<file path="config.mk">
export PLATFORM = sky130hd
export DESIGN_NAME = cpu_ctrl_flat
export DESIGN_NICKNAME = d
export VERILOG_FILES = /design/src/rtl/cpu_ctrl_if.sv /design/src/rtl/cpu_ctrl.sv /design/src/flat_wrapper.sv
export SDC_FILE = /design/constraint.sdc
export NUM_CORES = 1
export LEC_CHECK = 0
export ABC_AREA = 1
export BUFFER_PORTS_ARGS = -buffer_cell sky130_fd_sc_hd__buf_2
export CAP_MARGIN = 40
export CORE_MARGIN = 10
export CORE_UTILIZATION = 55
export DETAILED_ROUTE_END_ITERATION = 6
export MAX_ROUTING_LAYER = met4
export PLACE_DENSITY = 0.79
export SYNTH_ARGS = -nofsm -noshare
export SYNTH_HDL_FRONTEND = slang
export SYNTH_SLANG_ARGS = --single-unit
</file>
<file path="constraint.sdc">
create_clock -name clk -period 1.71 [get_ports clk]
set_clock_uncertainty 0.1 [all_clocks]
set_input_delay 0.171 -clock clk [delete_from_list [all_inputs] [get_ports clk]]
set_output_delay 0.171 -clock clk [all_outputs]
set_load 0.005 [all_outputs]
</file>
<file path="src/rtl/cpu_ctrl_if.sv">
// ----------------------------------------------------------------------------
// cpu_ctrl_if
// Bundles the two buses that leave the CPU controller:
//   - instruction-memory fetch handshake (imem_req/imem_addr -> imem_ack/imem_data)
//   - ALU drive (opcode, immediates, register operands, load enable) and the
//     ALU status/result signals that come back.
// Modports:
//   master : the controller (drives fetch requests and ALU operands)
//   slave  : instruction memory + ALU (answers fetches, returns results)
// ----------------------------------------------------------------------------
interface cpu_ctrl_if #(
    parameter int DATA_WIDTH   = 8,
    parameter int BUS_WIDTH    = 8,
    parameter int OPCODE_WIDTH = 6,
    parameter int NREGS        = 8,
    parameter int PC_WIDTH     = 8,
    parameter int INSTR_WIDTH  = OPCODE_WIDTH + $clog2(NREGS) + 2 * BUS_WIDTH
);
    // instruction fetch
    logic                    imem_req;
    logic [PC_WIDTH-1:0]     imem_addr;
    logic                    imem_ack;
    logic [INSTR_WIDTH-1:0]  imem_data;

    // ALU drive
    logic                    alu_en;
    logic [OPCODE_WIDTH-1:0] alu_opcode;
    logic [BUS_WIDTH-1:0]    alu_addr1;
    logic [BUS_WIDTH-1:0]    alu_addr2;
    logic [DATA_WIDTH-1:0]   alu_value1;
    logic [DATA_WIDTH-1:0]   alu_value2;

    // ALU return
    logic [DATA_WIDTH-1:0]   alu_result;
    logic                    alu_calc_done;
    logic                    alu_err;
    logic                    alu_finish;

    modport master (
        output imem_req, imem_addr,
        input  imem_ack, imem_data,
        output alu_en, alu_opcode, alu_addr1, alu_addr2, alu_value1, alu_value2,
        input  alu_result, alu_calc_done, alu_err, alu_finish
    );

    modport slave (
        input  imem_req, imem_addr,
        output imem_ack, imem_data,
        input  alu_en, alu_opcode, alu_addr1, alu_addr2, alu_value1, alu_value2,
        output alu_result, alu_calc_done, alu_err, alu_finish
    );
endinterface

</file>
<file path="src/rtl/cpu_ctrl.sv">
// ----------------------------------------------------------------------------
// cpu_ctrl
// Instruction sequencer + register file driving an external ALU.
// Fetches an instruction word, decodes it into opcode/dst/addr1/addr2,
// presents register operands and immediates to the ALU, strobes alu_en until
// the ALU reports completion and writes the ALU's registered result back to
// regs[dst]. Stops on the all-ones finish opcode or on an ALU error.
//
// Ports:
//   clk, rstn  : clock, asynchronous active-low reset
//   run        : leave SIDLE and start fetching at pc
//   bus        : cpu_ctrl_if.master (fetch handshake + ALU operand/result bus)
//   pc         : program counter
//   busy       : executing (any state except SIDLE/SHALT)
//   halted     : terminal SHALT state reached
//   err_flag   : sticky ALU error
//   dbg_sel    : debug register select
//   dbg_data   : regs[dbg_sel], combinational
// ----------------------------------------------------------------------------
module cpu_ctrl #(
    parameter int DATA_WIDTH   = 8,
    parameter int BUS_WIDTH    = 8,
    parameter int OPCODE_WIDTH = 6,
    parameter int NREGS        = 8,
    parameter int PC_WIDTH     = 8
) (
    input  logic                     clk,
    input  logic                     rstn,
    input  logic                     run,
    cpu_ctrl_if.master               bus,
    output logic [PC_WIDTH-1:0]      pc,
    output logic                     busy,
    output logic                     halted,
    output logic                     err_flag,
    input  logic [$clog2(NREGS)-1:0] dbg_sel,
    output logic [DATA_WIDTH-1:0]    dbg_data
);
    localparam int IDX_W       = $clog2(NREGS);
    localparam int INSTR_WIDTH = OPCODE_WIDTH + IDX_W + 2 * BUS_WIDTH;

    // Instruction field boundaries: {opcode, dst, addr1, addr2}, MSB first.
    localparam int A2_LSB  = 0;
    localparam int A1_LSB  = BUS_WIDTH;
    localparam int DST_LSB = 2 * BUS_WIDTH;
    localparam int OP_LSB  = 2 * BUS_WIDTH + IDX_W;

    localparam logic [2:0] SIDLE  = 3'd0;
    localparam logic [2:0] SFETCH = 3'd1;
    localparam logic [2:0] SREAD  = 3'd2;
    localparam logic [2:0] SCALC  = 3'd3;
    localparam logic [2:0] SWRITE = 3'd4;
    localparam logic [2:0] SHALT  = 3'd5;

    logic [2:0]             state_q, state_d;
    logic [PC_WIDTH-1:0]    pc_q, pc_d;
    logic [INSTR_WIDTH-1:0] ir_q, ir_d;
    logic                   err_q, err_d;
    logic                   reg_we;
    logic [DATA_WIDTH-1:0]  regs_q [NREGS];

    // Decoded fields of the held instruction.
    logic [OPCODE_WIDTH-1:0] op_f;
    logic [IDX_W-1:0]        dst_idx;
    logic [BUS_WIDTH-1:0]    a1_f;
    logic [BUS_WIDTH-1:0]    a2_f;

    assign op_f    = ir_q[OP_LSB  +: OPCODE_WIDTH];
    assign dst_idx = ir_q[DST_LSB +: IDX_W];
    assign a1_f    = ir_q[A1_LSB  +: BUS_WIDTH];
    assign a2_f    = ir_q[A2_LSB  +: BUS_WIDTH];

    // ------------------------------------------------------------------------
    // Next-state logic
    // ------------------------------------------------------------------------
    always_comb begin
        // NOTE: every variable written here gets a default first, so no path
        // through the case can leave it unassigned and infer a latch.
        state_d = state_q;
        pc_d    = pc_q;
        ir_d    = ir_q;
        err_d   = err_q;
        reg_we  = 1'b0;

        case (state_q)
            SIDLE: begin
                if (run) state_d = SFETCH;
            end
            SFETCH: begin
                if (bus.imem_ack) begin
                    ir_d    = bus.imem_data;
                    state_d = SREAD;
                end
            end
            SREAD: begin
                // Finish opcode stops here, before the ALU is ever enabled.
                state_d = bus.alu_finish ? SHALT : SCALC;
            end
            SCALC: begin
                if (bus.alu_calc_done) begin
                    if (bus.alu_err) begin
                        err_d   = 1'b1;
                        state_d = SHALT;
                    end else begin
                        state_d = SWRITE;
                    end
                end
            end
            SWRITE: begin
                // alu_result was loaded on the last SCALC edge, so it already
                // reflects the old operands even when dst is also a source.
                reg_we  = 1'b1;
                pc_d    = pc_q + PC_WIDTH'(1);
                state_d = SFETCH;
            end
            SHALT: begin
                state_d = SHALT;
            end
            default: begin
                state_d = SIDLE;
            end
        endcase
    end

    // ------------------------------------------------------------------------
    // State registers
    // ------------------------------------------------------------------------
    always_ff @(posedge clk or negedge rstn) begin
        // NOTE: sequential state uses non-blocking assignments so every flop
        // samples the pre-edge values regardless of statement order.
        if (!rstn) begin
            state_q <= SIDLE;
            pc_q    <= '0;
            ir_q    <= '0;
            err_q   <= 1'b0;
        end else begin
            state_q <= state_d;
            pc_q    <= pc_d;
            ir_q    <= ir_d;
            err_q   <= err_d;
        end
    end

    // Register file: a handful of flops read combinationally by the ALU
    // operand muxes and the debug port.
    always_ff @(posedge clk or negedge rstn) begin
        if (!rstn) begin
            // NOTE: this array is plain flops, not a RAM macro, and software
            // relies on it reading zero after reset, so it is reset here.
            for (int i = 0; i < NREGS; i++) regs_q[i] <= '0;
        end else if (reg_we) begin
            regs_q[dst_idx] <= bus.alu_result;
        end
    end

    // ------------------------------------------------------------------------
    // Outputs
    // ------------------------------------------------------------------------
    assign bus.imem_req   = (state_q == SFETCH);
    assign bus.imem_addr  = pc_q;
    assign bus.alu_en     = (state_q == SCALC);
    assign bus.alu_opcode = op_f;
    assign bus.alu_addr1  = a1_f;
    assign bus.alu_addr2  = a2_f;
    // Register operands are always offered; the ALU picks immediate or
    // register per operand from the opcode.
    assign bus.alu_value1 = regs_q[a1_f[IDX_W-1:0]];
    assign bus.alu_value2 = regs_q[a2_f[IDX_W-1:0]];

    assign pc       = pc_q;
    assign busy     = (state_q == SFETCH) || (state_q == SREAD) ||
                      (state_q == SCALC)  || (state_q == SWRITE);
    assign halted   = (state_q == SHALT);
    assign err_flag = err_q;
    assign dbg_data = regs_q[dbg_sel];
endmodule

</file>
<file path="src/flat_wrapper.sv">
// flat-port wrapper written by rule: the top's interface ports become plain ports
module cpu_ctrl_flat 
#(
    parameter int DATA_WIDTH   = 8,
    parameter int BUS_WIDTH    = 8,
    parameter int OPCODE_WIDTH = 6,
    parameter int NREGS        = 8,
    parameter int PC_WIDTH     = 8
)
  (clk, rstn, run, pc, busy, halted, err_flag, dbg_sel, dbg_data, bus_imem_req, bus_imem_addr, bus_imem_ack, bus_imem_data, bus_alu_en, bus_alu_opcode, bus_alu_addr1, bus_alu_addr2, bus_alu_value1, bus_alu_value2, bus_alu_result, bus_alu_calc_done, bus_alu_err, bus_alu_finish);
  cpu_ctrl_if #(.DATA_WIDTH(DATA_WIDTH), .BUS_WIDTH(BUS_WIDTH), .OPCODE_WIDTH(OPCODE_WIDTH), .NREGS(NREGS), .PC_WIDTH(PC_WIDTH)) bus_i ();
  input  logic clk;
  input  logic rstn;
  input  logic run;
  output logic [PC_WIDTH-1:0] pc;
  output logic busy;
  output logic halted;
  output logic err_flag;
  input  logic [$clog2(NREGS)-1:0] dbg_sel;
  output logic [DATA_WIDTH-1:0] dbg_data;
  output wire logic [$bits(bus_i.imem_req)-1:0] bus_imem_req;
  output wire logic [$bits(bus_i.imem_addr)-1:0] bus_imem_addr;
  input wire logic [$bits(bus_i.imem_ack)-1:0] bus_imem_ack;
  input wire logic [$bits(bus_i.imem_data)-1:0] bus_imem_data;
  output wire logic [$bits(bus_i.alu_en)-1:0] bus_alu_en;
  output wire logic [$bits(bus_i.alu_opcode)-1:0] bus_alu_opcode;
  output wire logic [$bits(bus_i.alu_addr1)-1:0] bus_alu_addr1;
  output wire logic [$bits(bus_i.alu_addr2)-1:0] bus_alu_addr2;
  output wire logic [$bits(bus_i.alu_value1)-1:0] bus_alu_value1;
  output wire logic [$bits(bus_i.alu_value2)-1:0] bus_alu_value2;
  input wire logic [$bits(bus_i.alu_result)-1:0] bus_alu_result;
  input wire logic [$bits(bus_i.alu_calc_done)-1:0] bus_alu_calc_done;
  input wire logic [$bits(bus_i.alu_err)-1:0] bus_alu_err;
  input wire logic [$bits(bus_i.alu_finish)-1:0] bus_alu_finish;
  assign bus_imem_req = bus_i.imem_req;
  assign bus_imem_addr = bus_i.imem_addr;
  assign bus_i.imem_ack = bus_imem_ack;
  assign bus_i.imem_data = bus_imem_data;
  assign bus_alu_en = bus_i.alu_en;
  assign bus_alu_opcode = bus_i.alu_opcode;
  assign bus_alu_addr1 = bus_i.alu_addr1;
  assign bus_alu_addr2 = bus_i.alu_addr2;
  assign bus_alu_value1 = bus_i.alu_value1;
  assign bus_alu_value2 = bus_i.alu_value2;
  assign bus_i.alu_result = bus_alu_result;
  assign bus_i.alu_calc_done = bus_alu_calc_done;
  assign bus_i.alu_err = bus_alu_err;
  assign bus_i.alu_finish = bus_alu_finish;
  cpu_ctrl #(.DATA_WIDTH(DATA_WIDTH), .BUS_WIDTH(BUS_WIDTH), .OPCODE_WIDTH(OPCODE_WIDTH), .NREGS(NREGS), .PC_WIDTH(PC_WIDTH)) u_core (.clk(clk), .rstn(rstn), .run(run), .bus(bus_i), .pc(pc), .busy(busy), .halted(halted), .err_flag(err_flag), .dbg_sel(dbg_sel), .dbg_data(dbg_data));
endmodule
</file>
==> metrics <==
failing checks negative setup slack; Max Cap Viol 0; CTS tree done; Yosys warning total 0; largest net degree at the start of global routing 67; Critical R2R Capture u_core.regs_q[29]; Worst Reg-to-Reg Cells 6; RSZ-0062 raised after global routing yes; root buf cell clkbuf_8; nets 998; Seq/Total Area, Yosys a little over 40%; cell area after layout 7391 sq um; gpl congestion 0.9406; fin cells approximately 1.1k; grt ovf 0; Starting Density 56.38%; vias in the first global route 5832; crit path from u_core.ir_q[0]; number of H-tree levels 3; hold path start bus_alu_result[2]; Diodes inserted 0; Final min period 1.976 ns; Die W 125.4 microns; CP Max Fanout 28; Synth Instances 837; Final Hold Fails 0; worst r2r src u_core.state_q[0]; fmax 506.0 MHz; die area 15730 sq um; Worst setup EP type output pin; Least-Margin Pin Slew approximately 0.44 ns; first-pass GRT wire length 30590 microns; Final period util 115.6%; post-synth net total a little under 900; r2r setup slk about 0.11 ns; io pins 110; VDD IR max around 1.1 mV; area grow syn2layout 20.92%; Placed Area 6656 sq um; drt wl/cell 17.63 microns; Core Area 10840 sq um; IO Port Bufs around 110; clock edge transition at the registers on the reported setup and hold paths 0.10 ns; Slew Viols, Final 0; Avg Inst Size Synth around 7.3 sq um; Remaining DRCs 0; Detailed Place HPWL between 10000 and 15000 microns; Vias/cell 5.651; Skew-Pair Late Insertion Delay 0.38 ns; startpoint class of the critical path register; initial antenna violation count 0; Clock Path Buffers 2; Tot GR Track Use 24.08%; WL final 19380 microns; Num CTS Buffers 9; hold path endpoint u_core.regs_q[26]; Setup violations, final 16; critical path required time 1.44 ns; Vias 6210; Unique masters post-synth 31; Power Density 1805 nW/um^2; site row count 38; WHS Path Cells 3; status finished with violations; Worst slew margin 70.45%; DRT Pass-1 Iters 5; Synth Register Bits ~100; Setup CP Type reg2out; Die Y about 130 microns; Tot Pwr 13.34 mW; DR iter-0 viols 711; Static Leak 3.847 nW; worst min path class in2reg; Final WS setup -0.2662 ns; placed cell count between 1k and 1.5k; crit path DAT 1.71 ns; antenna viol nets, final 0; layout cell share with drive strength beyond 1 23.67%; clock sinks approximately 100; Post-Syn Area 6112 sq um
## kinds of logic (layout without fill, tap and decap cells)
kind of cell,after synthesis,in the layout,share of synthesized area (%)
buffers and inverters,140,262,11.52
AOI/OAI and AO/OA,170,170,18.38
DFF,101,101,41.35
xor gates and xnor gates,3,3,0.4300
adders and majority gates,1,1,0.2047
and+or+nand+nor,422,422,28.11
## layout make-up
type,count,area [sq um]
tap,140,175.2
clock buffer,9,123.9
multi-input combinational,596,2914
sequential,101,2534
clock inverter,7,82.58
inverter,60,225.2
timing repair buffer,186,1336
fill,938,3450
## state kept, by name (all words and copies together) (netlist names)
signal,flops
u_core.state_q,3
u_core.bus.imem_addr,8
u_core.regs_q,64
u_core.err_flag,1
u_core.ir_q,25
## synth_stat cells
master    number  area, sq um
clkbuf_1      19        71.32
buf_12         1        20.02
inv_1         55        206.5
nand3_2        1        10.01
nand2_1      354         1329
buf_6          2        22.52
o211ai_1      96        720.7
o21ai_1       48        240.2
nor3_1         1        5.000
or2_2          1        6.260
nand3b_1       1        7.510
nor2_1        22        82.58
o21ai_0       10        50.05
nand3_4        1        17.52
buf_1         10        37.54
o21bai_1       1        7.510
nand3_1       29        145.1
dfrtp_1      101         2527
inv_2          1        3.750
xor2_1         1        8.760
nand4_1        3        18.77
nor2_2         1        6.260
a21oi_1        7        35.03
ha_1           1        12.51
nor2_4         1        11.26
buf_2         13        65.06
nand2_4        7        78.83
buf_4         35        262.8
o21ai_2        8        70.07
xnor2_1        2        17.52
clkinv_1       4        15.01
## cells in the final DEF, fill, tap and decap left out
master,instances
nand2_1,349
buf_2,109
o211ai_1,96
dfrtp_1,96
o21ai_1,48
buf_4,34
inv_1,33
dlygate4sd3_1,30
nand3_1,28
inv_2,23
nor2_1,22
o21ai_0,10
clkbuf_8,9
o21ai_2,8
nand2_4,7
a21oi_1,7
buf_12,7
nand2_2,5
dfrtp_2,5
clkinv_1,4
buf_6,4
nand4_1,3
nor2_4,2
nand3_2,2
xnor2_1,2
clkinvlp_4,2
inv_6,2
clkbuf_16,2
nor3_4,1
nand3_4,1
nand3b_1,1
xor2_1,1
or2_2,1
o21bai_1,1
ha_1,1
bufinv_16,1
clkinv_4,1
inv_8,1
## power by group
part	internal, mW	switching (mW)
clock network	0.700	0.924
registers	3.44	1.02
logic	3.01	4.24
## worst max path at each step
stage                     slack [ns]  depth (start not counted)                end
after floorplan                 0.21                          8  u_core.regs_q[29]
after global placement          0.16                          6  u_core.regs_q[31]
after detailed placement        0.08                          6  u_core.regs_q[29]
after CTS                      -0.20                          7  bus_alu_value1[2]
after global routing           -0.31                          6  bus_alu_value2[0]
final                          -0.27                          6  bus_alu_value2[0]
## metrics by stage
step           TNS [ns]  setup WS [ns]  util (%)  hold WS, ns
2_1_floorplan         0         0.2062         -      -0.2246
3_3_place_gp          0         0.1557     61.40      0.09209
3_5_place_dp          0        0.08092     61.40      0.09397
4_1_cts          -2.174        -0.1983     66.39      0.08183
5_1_grt          -4.428        -0.3073     68.18       0.1091
6_report         -2.966        -0.2662     68.18      0.09360
## repair_timing
item	CTS	global route
cloned	1	2
hold endpoints to repair	128	0
setup endpoints to repair	19	28
hold buffers	30	0
pin swaps	1	18
setup buffers	2	14
gates resized for setup	4	34
## routing by layer
layer	up-vias	global-route usage [%]	part of all wire [%]
li1	2953	-	-
met1	2838	32.06	43
met2	377	35.33	44
met3	42	5.534	10
met4	0	8.198	2.3
met5	-	-	0
## worst max-delay path: stages, from the launching register on
cell and delay, ns:
dfrtp_2 0.48, clkbuf_16 0.23, o211ai_1 0.21, nand2_1 0.11, nand2_1 0.08, nand2_1 0.08, buf_2 0.14
Note: power is estimated with default switching activity, not from simulation.
